<file path="config.mk">
export PLATFORM = sky130hd
export DESIGN_NAME = axi_rom_reader
export DESIGN_NICKNAME = d
export VERILOG_FILES = /design/src/rtl/axi_rom_reader.sv
export SDC_FILE = /design/constraint.sdc
export NUM_CORES = 1
export LEC_CHECK = 0
export ABC_AREA = 1
export CORE_ASPECT_RATIO = 1.4
export CORE_UTILIZATION = 25
export CTS_CLUSTER_DIAMETER = 200
export CTS_CLUSTER_SIZE = 28
export DETAILED_ROUTE_END_ITERATION = 8
export GPL_TIMING_DRIVEN = 0
export PLACE_DENSITY = 0.51
export SYNTH_ARGS = -nofsm -noshare
export SYNTH_HDL_FRONTEND = slang
export SYNTH_SLANG_ARGS = --single-unit
</file>
<file path="constraint.sdc">
create_clock -name axi_clk -period 4.9 [get_ports axi_clk]
set_clock_uncertainty 0.15 [all_clocks]
set_input_delay 0.49 -clock axi_clk [delete_from_list [all_inputs] [get_ports axi_clk]]
set_output_delay 0.49 -clock axi_clk [all_outputs]
set_load 0.02 [all_outputs]
</file>
<file path="src/rtl/axi_rom_reader.sv">
// ---------------------------------------------------------------------------
// axi_rom_reader
//
// Purpose:
//   Walks a contiguous word range of the ROM behind axi_rom_ctrl using
//   single-beat AXI4-Lite reads, one outstanding at a time. The fetched words
//   are streamed out on AXI4-Stream through a 2-entry FIFO. The last word of
//   a run carries tlast.
//
// Configuration macro:
//   AXI_ROM_READER_RRESP_CHECK_EN
//     Defined:   a non-OKAY rresp sets err_o. That beat closes the frame with
//                tlast and the run ends. err_o clears on the next accepted
//                start.
//     Undefined: rresp is ignored and err_o is tied to 0.
//
// Ports:
//   axi_clk, axi_s_rst_n        clock, asynchronous active-low reset
//   start_i, base_addr_i, len_i request (sampled only in IDLE)
//   busy_o, done_o, err_o       status (done_o is a one-cycle pulse)
//   m_axi_ar*, m_axi_r*         AXI4-Lite read master channels
//   m_axis_t*                   AXI4-Stream master
//   dbg_state                   current FSM state, for debug and checkers
//
// Handshakes: every channel uses strict valid/ready semantics. A transfer
// happens on a rising edge where valid and ready are both high. Once valid
// is raised, it and its payload stay stable until that transfer. Valid
// never depends combinationally on ready.
// ---------------------------------------------------------------------------
module axi_rom_reader #(
    parameter int AXI_DATA_WIDTH = 32,
    parameter int AXI_ADDR_WIDTH = 4,
    parameter int LEN_WIDTH      = 8,
    parameter int ADDR_STEP      = 1
) (
    input  logic                      axi_clk,
    input  logic                      axi_s_rst_n,
    input  logic                      start_i,
    input  logic [AXI_ADDR_WIDTH-1:0] base_addr_i,
    input  logic [LEN_WIDTH-1:0]      len_i,
    output logic                      busy_o,
    output logic                      done_o,
    output logic                      err_o,
    output logic [AXI_ADDR_WIDTH-1:0] m_axi_araddr,
    output logic [2:0]                m_axi_arprot,
    output logic                      m_axi_arvalid,
    input  logic                      m_axi_arready,
    input  logic [AXI_DATA_WIDTH-1:0] m_axi_rdata,
    input  logic [1:0]                m_axi_rresp,
    input  logic                      m_axi_rvalid,
    output logic                      m_axi_rready,
    output logic [AXI_DATA_WIDTH-1:0] m_axis_tdata,
    output logic                      m_axis_tlast,
    output logic                      m_axis_tvalid,
    input  logic                      m_axis_tready,
    output logic [2:0]                dbg_state
);

    typedef enum logic [2:0] {
        S_IDLE  = 3'd0,
        S_ADDR  = 3'd1,
        S_DATA  = 3'd2,
        S_DRAIN = 3'd3,
        S_DONE  = 3'd4
    } state_t;

    localparam logic [AXI_ADDR_WIDTH-1:0] ADDR_INC = AXI_ADDR_WIDTH'(ADDR_STEP);
    localparam logic [LEN_WIDTH-1:0]      LEN_ONE  = LEN_WIDTH'(1);

    state_t                    state;
    logic [AXI_ADDR_WIDTH-1:0] addr;
    logic [LEN_WIDTH-1:0]      remain;
    logic                      arvalid_q;
    logic                      busy_q;
    logic                      done_q;

    // 2-entry FIFO between the R channel and the stream
    logic [AXI_DATA_WIDTH-1:0] fifo_data [2];
    logic                      fifo_last [2];
    logic                      wr_ptr;
    logic                      rd_ptr;
    logic [1:0]                fifo_count;
    logic                      fifo_full;
    logic                      fifo_empty;
    logic                      push;
    logic                      pop;
    logic                      r_fire;
    logic                      rresp_bad;
    logic                      last_beat;
    logic                      full_after_push;

    assign fifo_full  = (fifo_count == 2'd2);
    assign fifo_empty = (fifo_count == 2'd0);

    assign m_axi_rready = (state == S_DATA) && !fifo_full;
    assign r_fire       = m_axi_rvalid && m_axi_rready;
    assign push         = r_fire;
    assign pop          = !fifo_empty && m_axis_tready;

    // A failed read ends the frame just like the final word.
    assign last_beat = (remain == LEN_ONE) || rresp_bad;

    // The FIFO only fills when nothing pops on this edge. In that case the
    // next read request is held back until a slot frees. This way the
    // controller is never handed a read whose data we could not accept.
    assign full_after_push = (fifo_count == 2'd1) && !pop;

`ifdef AXI_ROM_READER_RRESP_CHECK_EN
    logic err_q;

    assign rresp_bad = (m_axi_rresp != 2'b00);

    always_ff @(posedge axi_clk or negedge axi_s_rst_n) begin
        if (!axi_s_rst_n) begin
            err_q <= 1'b0;
        end else if (state == S_IDLE && start_i) begin
            err_q <= 1'b0;
        end else if (r_fire && rresp_bad) begin
            err_q <= 1'b1;
        end
    end

    assign err_o = err_q;
`else
    logic unused_rresp;

    assign unused_rresp = ^m_axi_rresp;
    assign rresp_bad    = 1'b0;
    assign err_o        = 1'b0;
`endif

    // FIFO storage and pointers
    always_ff @(posedge axi_clk or negedge axi_s_rst_n) begin
        if (!axi_s_rst_n) begin
            for (int i = 0; i < 2; i++) begin
                fifo_data[i] <= '0;
                fifo_last[i] <= 1'b0;
            end
            wr_ptr     <= 1'b0;
            rd_ptr     <= 1'b0;
            fifo_count <= 2'd0;
        end else begin
            if (push) begin
                fifo_data[wr_ptr] <= m_axi_rdata;
                fifo_last[wr_ptr] <= last_beat;
                wr_ptr            <= ~wr_ptr;
            end
            if (pop) begin
                rd_ptr <= ~rd_ptr;
            end
            case ({push, pop})
                2'b10:   fifo_count <= fifo_count + 2'd1;
                2'b01:   fifo_count <= fifo_count - 2'd1;
                default: fifo_count <= fifo_count;
            endcase
        end
    end

    // Sequencer
    always_ff @(posedge axi_clk or negedge axi_s_rst_n) begin
        if (!axi_s_rst_n) begin
            state     <= S_IDLE;
            addr      <= '0;
            remain    <= '0;
            arvalid_q <= 1'b0;
            busy_q    <= 1'b0;
            done_q    <= 1'b0;
        end else begin
            done_q <= 1'b0;
            unique case (state)
                S_IDLE: begin
                    if (start_i) begin
                        busy_q <= 1'b1;
                        if (len_i != '0) begin
                            addr      <= base_addr_i;
                            remain    <= len_i;
                            arvalid_q <= 1'b1;
                            state     <= S_ADDR;
                        end else begin
                            state <= S_DONE;
                        end
                    end
                end
                S_ADDR: begin
                    if (arvalid_q && m_axi_arready) begin
                        arvalid_q <= 1'b0;
                        state     <= S_DATA;
                    end else if (!arvalid_q && !fifo_full) begin
                        arvalid_q <= 1'b1;
                    end
                end
                S_DATA: begin
                    if (r_fire) begin
                        remain <= remain - LEN_ONE;
                        addr   <= addr + ADDR_INC;
                        if (last_beat) begin
                            state <= S_DRAIN;
                        end else begin
                            arvalid_q <= !full_after_push;
                            state     <= S_ADDR;
                        end
                    end
                end
                S_DRAIN: begin
                    if (fifo_empty) begin
                        state <= S_DONE;
                    end
                end
                S_DONE: begin
                    done_q <= 1'b1;
                    busy_q <= 1'b0;
                    state  <= S_IDLE;
                end
                default: state <= S_IDLE;
            endcase
        end
    end

    assign m_axi_araddr  = addr;
    assign m_axi_arprot  = 3'b000;
    assign m_axi_arvalid = arvalid_q;
    assign busy_o        = busy_q;
    assign done_o        = done_q;
    assign m_axis_tdata  = fifo_data[rd_ptr];
    assign m_axis_tlast  = fifo_last[rd_ptr];
    assign m_axis_tvalid = !fifo_empty;
    assign dbg_state     = state;

endmodule

</file>
==> insert_results.sql, run 1 <==
INSERT INTO impl_metrics (metric_group, metric, value, unit) VALUES
('worst_setup_path', 'worst-path-max-fanout', '10', ''),
('clock_tree', 'skew_pair_late_insertion_delay', '0.33', 'ns'),
('power', 'finalPower', '3.90', 'mW'),
('grt', 'number_of_antenna_violations_at_the_first_check_in_global_routing', '0', ''),
('sta', 'max_freq', '0.326', 'GHz'),
('synthesis', 'synthesis.yosys.warnings', '0', ''),
('synthesis', 'synth_seq_area_share', '50.8', '%'),
('power', 'total_leakage_power', '2.99', 'nW'),
('worst_setup_path', 'cp.required', '4.26', 'ns'),
('clock_tree', 'tritoncts', 'built', ''),
('power', 'pwr_density_cell', '658', 'nW/um2'),
('clock_tree', 'h_tree_levels', '3', ''),
('grt', 'grt_pass1_vias', '3822', ''),
('detailed_routing', 'route.final.wire_length', '11.7', 'mm'),
('synthesis', 'syn_inst', '571', ''),
('worst_setup_path', 'worst_r2r_path_depth', '7', ''),
('grt', 'grt_first_pass_wirelength', '19.0', 'mm'),
('synthesis', 'yosys.cell_types.count', '29', ''),
('sta', 'layout_min_cycle_time', '3.06', 'ns'),
('floorplanning', 'die_w', '113', 'um'),
('detailed_routing', 'vias_per_cell', '4.22', ''),
('sta', 'report.final.setup_viol', '0', ''),
('grt', 'overflow', '0', ''),
('detailed_routing', 'route.detailed.drc', '0', ''),
('worst_setup_path', 'timing.setup.critical_path_class', 'reg -> out', ''),
('clock_tree', 'tritoncts.num_buffers', '9', ''),
('synthesis', 'synth_area_per_cell', '7.59', 'um2'),
('synthesis', 'synth_area_leaders', 'dfrtp_1 51%, nand2_1 22%, o21ai_0 5.4%, inv_1 4.7%, o21ai_1 3.0%', ''),
('floorplanning', 'chipHeight', '158', 'um'),
('synthesis', 'mappedNetlistArea', '4340', 'um2'),
('worst_setup_path', 'timing.critical_path.to', 'm_axis_tdata[26]', ''),
('placed_design', 'port_buffers', '94', ''),
('final_layout', 'final_design_utilization', '35.2', '%'),
('final_layout', 'mostFrequentLayoutCell', 'nand2_1', ''),
('synthesis', 'yosys_register_bits', '88', ''),
('final_layout', 'final.fill_count', '1790', ''),
('clock_tree', 'cts.reportedPaths.clkPinSlew', '0.06', 'ns'),
('sta', 'finalCritPeriodShare', '62.5', '%'),
('final_layout', 'nNetsFinal', '740', ''),
('detailed_routing', 'routed_wire_length_per_instance', '12.7', 'um'),
('floorplanning', 'die_area', '17900', 'um2'),
('detailed_routing', 'vias', '3874', ''),
('final_layout', 'areaGrowthSynthToFinish', '36.9', '%'),
('worst_setup_path', 'timing.rr.end', 'fifo_data[18]$_DFFE_PN0P_', ''),
('worst_setup_path', 'worst-r2r-setup-slack', '2.84', 'ns'),
('final_layout', 'n_antenna_cell', '0', ''),
('worst_setup_path', 'endpoint_kind', 'primary output', ''),
('sta', 'final-max-slew-violation-count', '0', ''),
('sta', 'setup_tns', '0', 'ns'),
('hold_path', 'worstHoldPathType', 'reg -> reg', ''),
('sta', 'timing_hold_violations_final', '0', ''),
('floorplanning', 'row_count', '56', ''),
('outcome', 'status', 'complete, no violations', ''),
('synthesis', 'synthDominantAreaCellType', 'dfrtp_1', ''),
('clock_tree', 'post_cts.resized_instances', '0', ''),
('synthesis', 'synth_top_area_share', '50.8', '%'),
('grt', 'pin_count_of_the_biggest_net_entering_global_routing', '64', ''),
('final_layout', 'layout.cells.most_common_list', '253 x nand2_1, 93 x clkdlybuf4s50_1, 88 x dfrtp_1', ''),
('clock_tree', 'post_cts_buffers', '0', ''),
('sta', 'hold_ws', '0.336', 'ns'),
('power', 'peakVddDrop', '229', 'uV'),
('sta', 'slew_headroom', '61.9', '%'),
('detailed_routing', 'drt-initial-drc-count', '155', ''),
('worst_setup_path', 'rr_startpoint', 'fifo_count[0]$_DFFE_PN0P_', ''),
('placed_design', 'detailedPlace.worstSlack', '2.16', 'ns'),
('final_layout', 'fraction_of_layout_cells_with_a_size_suffix_above_1', '6.56', '%'),
('clock_tree', 'cts_max_path_buffers', '2', ''),
('worst_setup_path', 'worst_setup_path_startpoint', 'rd_ptr$_DFFE_PN0N_', ''),
('floorplanning', 'core_area', '16900', 'um2'),
('placed_design', 'post-dp-hpwl', '8.62', 'mm'),
('clock_tree', 'clock_tree.root_cell', 'clkbuf_16', '');
-- per-stage QoR --
stage                     std cells  area, um2
after floorplan                 574       4350
after global placement          900       5580
after detailed placement        901       5600
after CTS                       918       5940
after global routing            918       5940
final                           918       5940
-- how the worst min path moves through the flow --
stage / startpoint / to / slack [ns] / cells after the start
floorplan: axi_s_rst_n / busy_o$_DFFE_PN0P_ / 0.04 / 0
CTS: fifo_data[34]$_DFFE_PN0P_ / fifo_data[34]$_DFFE_PN0P_ / 0.34 / 2
finish: fifo_data[12]$_DFFE_PN0P_ / fifo_data[12]$_DFFE_PN0P_ / 0.34 / 2
detailed placement: axi_s_rst_n / fifo_data[17]$_DFFE_PN0P_ / 0.29 / 1
global route: fifo_data[21]$_DFFE_PN0P_ / fifo_data[21]$_DFFE_PN0P_ / 0.36 / 2
global placement: fifo_data[35]$_DFFE_PN0P_ / fifo_data[35]$_DFFE_PN0P_ / 0.32 / 2
-- report_power, final --
part	switching, mW	total, mW	internal (mW)
Combinational	1.11	1.91	0.800
Sequential	0.212	1.26	1.05
Clock	0.283	0.732	0.449
-- state kept, by name (all words and copies together), names as in the netlist, 2 cells and up --
register	cells
fifo_data	64
fifo_last	2
remain	8
dbg_state	3
m_axi_araddr	4
fifo_count	2
-- synthesized netlist by cell type --
| cell | n |
|---|---|
| nand2_1 | 253 |
| dfrtp_1 | 88 |
| inv_1 | 54 |
| o21ai_0 | 47 |
| o21ai_1 | 26 |
| nor2_1 | 25 |
| clkbuf_1 | 12 |
| nand3_1 | 11 |
| a21oi_1 | 9 |
| buf_2 | 8 |
| ha_1 | 7 |
| buf_4 | 4 |
| buf_6 | 4 |
| o21ai_2 | 4 |
| xnor2_1 | 3 |
| nor2_4 | 2 |
| o21bai_1 | 2 |
| clkbuf_2 | 1 |
| clkinv_1 | 1 |
| conb_1 | 1 |
| inv_2 | 1 |
| nand2_2 | 1 |
| nand2_4 | 1 |
| nand3b_1 | 1 |
| nand4_1 | 1 |
| nor2_2 | 1 |
| nor3_1 | 1 |
| or2_4 | 1 |
| xor2_1 | 1 |
-- layer usage --
metal  global-route usage, %  share of wire (%)
met5                       0                  0
met4                    4.89                1.4
met3                    2.72                4.0
met2                    25.9                 53
met1                    15.5                 41
-- what timing repair did --
item,in CTS,in global routing
setup endpoints to repair,0,0
hold buffers,1,0
endpoints found under the hold margin,25,0
-- cell type report --
| cell class | instances | area, um2 | area share [%] |
|---|---|---|---|
| Multi-Input combinational cell | 401 | 1770 | 29.8 |
| Timing Repair Buffer | 96 | 976 | 16.4 |
| Buffer | 29 | 165 | 2.78 |
| Clock buffer | 10 | 229 | 3.86 |
| Clock inverter | 6 | 92.6 | 1.56 |
| Tap cell | 232 | 290 | 4.89 |
| Sequential cell | 88 | 2200 | 37.1 |
| Inverter | 56 | 210 | 3.54 |
-- kinds of logic after synthesis --
family                   after synthesis  share of synthesized area (%)
XOR/XNOR                               4                          0.808
other                                  1                         0.0865
AND/OR/NAND/NOR                      298                           27.0
AO/OA/AOI/OAI                         88                           10.6
adder cells (fa/ha/maj)                7                           2.02
buffers and inverters                 85                           8.66
flip-flops                            88                           50.8
-- worst max-delay path, cell delays in order (launching register included) --
cell	delay (ns)
dfrtp_1	0.36
clkbuf_1	0.20
inv_1	0.21
clkbuf_1	0.47
nand2_1	0.10
nand2_1	0.13
clkdlybuf4s50_1	0.62
No activity file was read; power rests on OpenSTA's default activity.
==> inputs of run 2 (changes only) <==
- clock period: 4.9 -> 3.15 ns (I/O delays scaled with it)
==> results of run 2 <==
The final DEF is identical to that of run 1. Status: complete, no violations.
Among the figures that moved: setup slack after placement 2.16 ns -> 0.580 ns; clock-pin slew on the worst setup and hold paths 0.06 ns -> 0.07 ns; setup slack after layout 1.84 ns -> 0.261 ns; hold slack 0.336 ns -> 0.301 ns; register-to-register setup slack 2.84 ns -> 1.09 ns; total power 3.90 mW -> 6.07 mW; worst IR drop on VDD 229 uV -> 356 uV
==> inputs of run 3 (changes only) <==
- ABC_AREA: 1 -> 0
==> run 3 against run 2 <==
Sequential share of layout area is 0.54 points higher. Hold slack better by 0.029 ns. Routed wire length is 9.6% lower. Fmax is 4.2% higher. Final cell count is 29% lower. Non-clock buffer count is 9 lower. Synthesized area is 0.46% lower. First-iteration DRC count is 47% lower. Clock power is 7% lower. Sequential power is 3% higher. Setup slack better by 0.12 ns. Critical path type unchanged.
==> insert_results.sql, run 3 <==
INSERT INTO impl_metrics (metric_group, metric, value, unit) VALUES
('outcome', 'status', 'complete, no violations', ''),
('sta', 'rsz0062_at_grt', 'no', ''),
('grt', 'globalRouteMet3Util', '4.16', '%'),
('sta', 'max_freq', '0.361', 'GHz'),
('clock_tree', 'tritoncts.num_buffers', '9', ''),
('sta', 'final-max-slew-violation-count', '0', ''),
('sta', 'layout_min_cycle_time', '2.77', 'ns'),
('synthesis', 'synth_seq_area_share', '51.0', '%'),
('worst_setup_path', 'cp-start-kind', 'register', ''),
('final_layout', 'areaGrowthSynthToFinish', '35.5', '%'),
('synthesis', 'synthDominantAreaCellType', 'dfrtp_1', ''),
('clock_tree', 'clock_sinks', '88', ''),
('detailed_routing', 'vias_per_cell', '4.63', ''),
('sta', 'slew_headroom', '60.5', '%'),
('synthesis', 'synth_area_leaders', 'dfrtp_1 51%, mux2_2 17%, mux2_1 9.1%, ha_1 2.0%, buf_6 1.6%', ''),
('sta', 'hold_ws', '0.330', 'ns'),
('detailed_routing', 'routed_wire_length_per_instance', '16.1', 'um'),
('final_layout', 'layout.cells.most_common_list', '93 x clkdlybuf4s50_1, 88 x dfrtp_1, 65 x mux2_2', ''),
('synthesis', 'number_of_enable_flip_flop_cells_after_synthesis', '0', ''),
('synthesis', 'synth_area_per_cell', '12.8', 'um2'),
('synthesis', 'share_of_synthesized_cell_area_in_full_adder_half_adder_and_majority_cells', '2.03', '%'),
('worst_setup_path', 'endpoint_kind', 'primary output', ''),
('sta', 'report.final.setup_viol', '0', ''),
('clock_tree', 'cts_max_path_buffers', '2', ''),
('final_layout', 'largest_register_ff_count', '64', ''),
('final_layout', 'final_design_utilization', '34.8', '%'),
('grt', 'overflow', '0', ''),
('worst_setup_path', 'cp.required', '2.68', 'ns'),
('grt', 'grt_first_pass_wirelength', '17.3', 'mm'),
('synthesis', 'share_of_synthesized_area_spent_on_multiplexers', '26.3', '%'),
('clock_tree', 'post_cts_buffers', '0', ''),
('clock_tree', 'h_tree_levels', '3', ''),
('synthesis', 'syn_inst', '337', ''),
('worst_setup_path', 'worst-path-max-fanout', '10', ''),
('clock_tree', 'cts.reportedPaths.clkPinSlew', '0.06', 'ns'),
('clock_tree', 'skew_pair_late_insertion_delay', '0.34', 'ns'),
('synthesis', 'post_synth_and_or_nand_nor_area_fraction', '9.30', '%'),
('synthesis', 'yosys_register_bits', '88', ''),
('detailed_routing', 'final_antenna_net_count', '0', ''),
('floorplanning', 'row_count', '56', ''),
('worst_setup_path', 'timing.setup.critical_path_class', 'reg -> out', ''),
('job', 'max_cap_viol_count', '0', ''),
('clock_tree', 'tritoncts', 'built', ''),
('synthesis', 'synth-compound-area-share', '6.55', '%'),
('grt', 'busiest_layer', 'met2', ''),
('grt', 'pin_count_of_the_biggest_net_entering_global_routing', '48', ''),
('placed_design', 'post-dp-hpwl', '7.63', 'mm'),
('worst_setup_path', 'critical_path_arrival', '2.31', 'ns'),
('placed_design', 'dp_cells', '638', ''),
('grt', 'grt_pass1_vias', '3373', ''),
('power', 'peakVddDrop', '421', 'uV'),
('final_layout', 'registers.top_by_ff_count', 'fifo_data', ''),
('detailed_routing', 'route.final.wire_length', '10.5', 'mm'),
('detailed_routing', 'vias', '3030', ''),
('grt', 'globalRouteMet2Util', '22.6', '%'),
('grt', 'number_of_antenna_violations_at_the_first_check_in_global_routing', '0', ''),
('floorplanning', 'die_w', '113', 'um'),
('grt', 'grt.met1_usage', '14.1', '%'),
('final_layout', 'layout.cells.non_filler', '654', ''),
('synthesis', 'synth-main-ff-cell', 'dfrtp_1', ''),
('detailed_routing', 'route.detailed.drc', '0', ''),
('floorplanning', 'initial_utilization', '25.7', '%'),
('placed_design', 'detailedPlace.worstSlack', '0.375', 'ns'),
('floorplanning', 'ios', '101', ''),
('final_layout', 'n_antenna_cell', '0', ''),
('synthesis', 'synth_top_area_share', '51.0', '%'),
('detailed_routing', 'detail_route.first_pass.iterations', '4', ''),
('synthesis', 'mappedNetlistArea', '4320', 'um2'),
('synthesis', 'synth_common_cells', '88 x dfrtp_1, 65 x mux2_2, 35 x mux2_1, 14 x nor2_1, 12 x o21ai_0', ''),
('floorplanning', 'die_area', '17800', 'um2'),
('sta', 'post-route-worst-setup-slack', '0.378', 'ns'),
('synthesis', 'synth_top_family_by_area', 'multiplexers', ''),
('synthesis', 'synth-async-reset-ratio', '100', '%'),
('sta', 'worstMarginPinSlew', '0.593', 'ns'),
('synthesis', 'post_synth_xor_area_fraction', '0.812', '%'),
('final_layout', 'mostFrequentLayoutCell', 'clkdlybuf4s50_1', ''),
('grt', 'grt_use_total', '12.8', '%'),
('floorplanning', 'core_area', '16800', 'um2'),
('synthesis', 'synthesis.yosys.warnings', '0', ''),
('floorplanning', 'chipHeight', '157', 'um'),
('clock_tree', 'clock_tree.root_cell', 'clkbuf_16', ''),
('sta', 'timing_hold_violations_final', '0', ''),
('hold_path', 'worstHoldPathType', 'reg -> reg', ''),
('synthesis', 'yosys.cell_types.count', '51', ''),
('power', 'total_leakage_power', '2.49', 'nW'),
('sta', 'setup_tns', '0', 'ns'),
('placed_design', 'port_buffers', '94', ''),
('placed_design', 'routabilityCongestion', '0.778', ''),
('final_layout', 'fraction_of_layout_cells_with_a_size_suffix_above_1', '23.5', '%'),
('detailed_routing', 'drt-initial-drc-count', '82', ''),
('final_layout', 'nNetsFinal', '506', ''),
('power', 'pwr_density_cell', '1050', 'nW/um2'),
('synthesis', 'most_common_cell_in_the_netlist', 'dfrtp_1', ''),
('sta', 'finalCritPeriodShare', '88.0', '%');
## run 3: changes by cell type in the layout (fill, tap and decap cells not counted), moves of 4 or more
cell	change
nand2_1	-245
mux2_1	+35
nor3_1	+6
inv_1	-47
o31ai_1	+5
nor2_1	-11
o21ai_1	-26
mux2_2	+65
o2bb2ai_1	+4
o21ai_0	-35
clkbuf_1	-9
## run 3: final cells by class
type | count | area (um2)
well taps | 203 | 254
multi-input cells | 225 | 1960
clock inverters | 3 | 42.5
plain buffers | 20 | 145
clock buffers | 12 | 246
flip-flops and latches | 88 | 2200
fillers | 1678 | 11000
inverters | 7 | 26.3
repair buffers | 96 | 976
## run 3: worst paths after layout
check	start	end	slack (ns)	cells past startpoint
worst max-delay path	rd_ptr$_DFFE_PN0N_	m_axis_tdata[0]	0.38	4
worst min register to register	fifo_data[45]$_DFFE_PN0P_	fifo_data[45]$_DFFE_PN0P_	0.33	1
min in group asynchronous	axi_s_rst_n	dbg_state[0]$_DFFE_PN0P_	0.36	2
worst max register to register	fifo_count[0]$_DFFE_PN0P_	fifo_data[50]$_DFFE_PN0P_	0.95	7
max in group asynchronous	axi_s_rst_n	fifo_data[50]$_DFFE_PN0P_	1.84	3
worst min-delay path	fifo_data[45]$_DFFE_PN0P_	fifo_data[45]$_DFFE_PN0P_	0.33	1
## run 3: repair_timing
action	4_1_cts	5_1_grt
resized for setup	1	2
hold buffers	1	0
pin swaps	0	0
setup endpoints to repair	6	11
hold endpoints to repair	41	0
## run 3: cell families (layout without fill, tap and decap cells)
group | count (synthesis) | count (layout)
AOI/OAI and AO/OA | 42 | 42
xor gates and xnor gates | 4 | 4
adders and majority gates | 7 | 7
buffers and inverters | 27 | 138
DFF | 88 | 88
muxes | 101 | 101
other | 1 | 4
and+or+nand+nor | 67 | 67
## run 3: critical path, stage by stage, from the launching register on
cell and delay [ns]:
dfrtp_1 0.32, clkbuf_1 0.31, buf_2 0.39, mux2_2 0.37, clkdlybuf4s50_1 0.57
## run 3: through the flow
step	cell area, um2	total power, mW
after CTS	5850	6.26
after floorplan	4330	3.92
after global placement	5520	5.08
after detailed placement	5550	5.16
after global routing	5850	6.60
final	5850	6.16
## run 3: per-layer routing
| layer | part of all wire (%) | wire (um) | vias to the layer above |
|---|---|---|---|
| li1 | - | - | 1432 |
| met1 | 41 | 4340 | 1491 |
| met2 | 51 | 5340 | 90 |
| met3 | 5.9 | 626 | 17 |
| met4 | 2.2 | 235 | 0 |
| met5 | 0 | 0 | - |
## run 3: report_power, final
part	internal, mW	switching, mW	total (mW)
Combinational	1.61	1.48	3.09
Clock	0.631	0.424	1.06
Sequential	1.67	0.337	2.01
==> variant 1 (config.mk and constraints of run 3) <==
Register the output `dbg_state` once more; this adds one clock of latency there. The other outputs are not delayed to match.
--- a/src/rtl/axi_rom_reader.sv
+++ b/src/rtl/axi_rom_reader.sv
@@ -224,7 +224,9 @@
     assign m_axis_tdata  = fifo_data[rd_ptr];
     assign m_axis_tlast  = fifo_last[rd_ptr];
     assign m_axis_tvalid = !fifo_empty;
-    assign dbg_state     = state;
+    always_ff @(posedge axi_clk) begin
+        dbg_state <= state;
+    end
 
 endmodule
 
Function: changed (Yosys sat finds a counterexample within 4 cycles, from zero or initial values and one cycle with axi_s_rst_n low).
==> variant 1 against run 3 <==
- first-iteration DRC count grew 50%
- final area grew 2.0%
- clock power grew 18%
- utilization grew 0.54 points
- sequential cell count grew 3
- total power shrank 2.3%
- wire length shrank 3.9%
- synthesized area grew 0.58%
- setup slack lost 0.019 ns
- critical path type unchanged
- largest cell class unchanged
- highest routed layer unchanged
==> variant 1: results (changes against run 3) <==
Status
  • Status: completed

Yosys
  • List of most frequent post-synthesis cells: mux2_2 (94), dfrtp_1 (88), o21ai_0 (20), nor2_1 (19)
  • Synth area leaders: dfrtp_1 (51%), mux2_2 (24%), o21ai_0 (2.3%)
  • Asr flop ratio synth: 0.9670 (-0.03297)
  • Yosys warnings: 0 (unchanged)
  • Synth cell types: 50 (-2.0%)
  • Synth Flop Type: dfrtp_1
  • Compound-cell area share of the yosys netlist: 0.06081 (-0.004700)
  • Synth Area in Adders: 0.02017 (-0.0001169)
  • Post-synthesis xor/xnor area fraction: 0.008069 (-0.00004678)
  • Multiplexer share of the synthesized area: 0.2559 (-0.007281)
  • Mapped Cells: 341 (+1.2%)
  • Sequential-to-total area share from yosys stat: 0.5210 (+0.01089)

Placement
  • Worst slack at placement: 0.6816 ns (+0.3069 ns)
  • Cell Area, Placed: 0.005609 sq mm (+1.1%)
  • DP Cell Count: 671 (+5.2%)
  • GPL Wtd Cong: 0.7717 (-0.80%)
  • DPL Wire Length: 7327 um (-3.9%)

Final layout
  • Post-Layout Cell Count: 688 (+5.2%)
  • Fillers: 1665 (-0.77%)
  • Nets: 510 (+0.79%)
  • Most flops, register: fifo_data
  • Ant diodes: 0 (unchanged)
  • Share of cells above drive strength 1: 0.3136 (+0.07856)

GRT
  • Vias in the first global route: 3169 (-6.0%)
  • Largest net degree at the start of global routing: 57 (+19%)
  • All-Layer GR Usage: 0.1203 (-0.007859)
  • First-pass GRT wire length: 16500 um (-4.4%)

Pwr
  • PD cells: 1008 mW/mm^2 (-4.2%)
  • Pleak: 2.542 nW (+2.2%)
  • Internal power: 3.922 mW (+0.18%)
  • VDD IR-drop max: 0.3804 mV (-9.6%)
  • Clock Power Share: 0.208 (+0.037)
  • Seq. pwr: 1.97 mW (-2%)

CTS
  • PostCTS Resize Cnt: 0 (-1)

Detailed routing
  • Wire length per cell: 14.73 um (-8.6%)
  • 1st-iter DRT viols: 123 (+50%)
  • Number of vias per cell: 4.440 (-4.2%)

Worst setup path
  • CP arrival: 2.33 ns (+0.02 ns)
  • Max Fanout on Critical Path: 10 (unchanged)
## variant 1: cell types whose count changed after synthesis, sizes merged, moves of 3 or more
cell / delta
o21ai: +8
a21oi: +6
nor2: +6
mux2: -4
o31ai: -4
a31oi: -3
and2: -3
dfxtp: +3
nand3: -3
## variant 1: logic make-up (layout without fill, tap and decap cells)
| group | after synthesis | count (layout) |
|---|---|---|
| adders and majority gates | 7 | 7 |
| AOI/OAI and AO/OA | 45 | 45 |
| other | 1 | 4 |
| DFF | 91 | 91 |
| and+or+nand+nor | 65 | 65 |
| muxes | 99 | 99 |
| buffers and inverters | 29 | 141 |
| xor gates and xnor gates | 4 | 4 |
## variant 1: metal layers
metal,GRT usage,wire [um],share of wire
met5,0,0,0
met4,0.04511,132,0.013
met3,0.02680,397,0.039
met2,0.2112,5226,0.52
met1,0.1431,4381,0.43
## variant 1: worst paths after layout
kind / start / to / slack, ns / depth (start not counted)
min: state[1] / dbg_state[1] / 0.24 / 0
max in group asynchronous: axi_s_rst_n / fifo_data[22] / 1.88 / 3
max reg2reg: fifo_count[0] / fifo_data[58] / 0.94 / 7
max: rd_ptr / m_axis_tdata[15] / 0.36 / 4
min reg2reg: state[1] / dbg_state[1] / 0.24 / 0
min in group asynchronous: axi_s_rst_n / fifo_data[7] / 0.34 / 2
## variant 1: area by class of cell
class,instances,area [sq um],area share
inverters,7,26.28,0.004403
well taps,232,290.3,0.04865
flip-flops and latches,91,2262,0.3791
repair buffers,96,975.9,0.1636
clock inverters,7,122.6,0.02055
plain buffers,22,142.6,0.02390
multi-input cells,224,1922,0.3221
clock buffers,9,225.2,0.03774
## variant 1: critical path, stage by stage, from the launching register on
cell	delay, ns
dfrtp_1	0.32
clkbuf_1	0.36
buf_2	0.37
mux2_2	0.38
clkdlybuf4s50_1	0.54
==> variant 2 (config.mk and constraints of run 3) <==
Without the edit above. Set the parameter `LEN_WIDTH` to 4 (it was 8).
--- a/src/rtl/axi_rom_reader.sv
+++ b/src/rtl/axi_rom_reader.sv
@@ -30,7 +30,7 @@
 module axi_rom_reader #(
     parameter int AXI_DATA_WIDTH = 32,
     parameter int AXI_ADDR_WIDTH = 4,
-    parameter int LEN_WIDTH      = 8,
+    parameter int LEN_WIDTH      = 4,
     parameter int ADDR_STEP      = 1
 ) (
     input  logic                      axi_clk,
Interface: changed (resized len_i); port bits go from 101 to 97. The function was not compared with the original's and may differ.
==> variant 2 against run 3 <==
- register-to-register slack worse by 0.05 ns
- final area down 6.1%
- combinational power down 11%
- total power down 6.6%
- sequential cell count down 4
- sequential power down 8%
- synthesized area down 7.8%
- setup slack worse by 0.027 ns
- wire length down 13%
- synthesized cell count down 11%
- hold slack better by 0.013 ns
- clock power up 8%
- final cell count down 7.0%
- die area down 7.7%
- critical endpoint is now m_axi_rready
- largest cell class unchanged
==> variant 2: results (changes against run 3) <==
Final layout
  • Fillers: 1570 (-6.4%)
  • Number of non-clock buffers in the layout: 111 (-4.3%)
  • Clock network area share: 0.05896 (+0.009556)
  • Nets: 462 (-8.7%)
  • Share of cells above drive strength 1: 0.3568 (+0.1218)
  • Post-route cell area: 0.005497 sq mm (-6.1%)
  • Multi-input logic area: 0.001742 sq mm (-11%)
  • Seq. cell area: 0.002102 sq mm (-4.5%)
  • Post-Layout Cell Count: 608 (-7.0%)
  • Layout area overhead: 38.14%

Worst setup path
  • Worst R2R End: fifo_data[61]
  • Critical Path Start: dbg_state[0]
  • Worst Setup EP: m_axi_rready
  • CP arrival: 2.33 ns (+0.02 ns)
  • Peak per-stage delay on the critical path: 0.61 ns (+0.04 ns)
  • Reg-to-reg slack, setup: 0.90 ns (-0.05 ns)

GRT
  • Met1 Track Usage GR: 0.1402 (-0.0007995)
  • Vias in the first global route: 2957 (-12%)
  • All-Layer GR Usage: 0.1195 (-0.008694)
  • Met2 usage: 0.2123 (-0.01348)
  • Met3 usage: 0.02367 (-0.01792)
  • First-pass GRT wire length: 14990 um (-13%)

Yosys
  • Synth cell types: 41 (-20%)
  • Sequential-to-total area share from yosys stat: 0.5283 (+0.01816)
  • Syn_area_per_cell: 13.22 sq um (+3.2%)
  • Count of state elements after synthesis: 84 (-4.5%)
  • Synth area leaders: dfrtp_1 (53%), mux2_2 (28%), ha_1 (2.2%)

Timing
  • Fmax: 357.4 MHz (-0.96%)
  • Min Hold Slack: 0.3428 ns (+0.01265 ns)
  • Worst Tran Pin Value: 0.6373 ns (+0.04441 ns)

Detailed routing
  • DR WL met3: 386 um (-38%)
  • 1st-iter DRT viols: 76 (-7.3%)
  • Met2 Wirelength: 4845 um (-9.3%)
  • Number of vias per cell: 4.447 (-4.0%)

CTS
  • Clk_lat worst skew: 0.33 ns

Pwr
  • VDD IR-drop max: 0.4225 mV (+0.34%)
  • Pleak: 2.360 nW (-5.1%)

Placement
  • Cell Area, Placed: 0.005161 sq mm (-7.0%)
  • DPL Wire Length: 6613 um (-13%)
  • GPL Wtd Cong: 0.7227 (-7.1%)
  • # port buffers: 90 (-4.3%)
  • Worst slack at placement: 0.3331 ns (-0.04151 ns)

Hold path
  • Min-Delay Path Class: in2async

Status
  • Status: completed
## variant 2: cell types whose count changed in the layout (fill, tap and decap cells not counted), moves of 4 or more
cell / change
mux2_2: +34
o2bb2ai_1: -4
clkdlybuf4s50_1: -4
o31ai_1: -5
dfrtp_1: -4
nor2_1: -8
nand3_1: -4
buf_6: -4
mux2_1: -35
a21oi_1: +5
## variant 2: what timing repair did
item	CTS	global route
hold endpoints to repair	37	0
hold buffers	1	0
resized for setup	1	0
setup endpoints to repair	9	0
## variant 2: kinds of logic after synthesis
kind of cell	after synthesis	synth area share
other	1	0.0009425
DFF	84	0.5283
buffers and inverters	26	0.03679
xor gates and xnor gates	4	0.008807
and+or+nand+nor	46	0.07107
muxes	101	0.2865
AOI/OAI and AO/OA	32	0.04560
adders and majority gates	7	0.02201
## variant 2: where the power goes
part | internal, mW | total (mW) | switching, mW
registers | 1.57 | 1.85 | 0.283
logic | 1.49 | 2.76 | 1.27
clock network | 0.700 | 1.14 | 0.442
total | 3.76 | 5.75 | 1.99
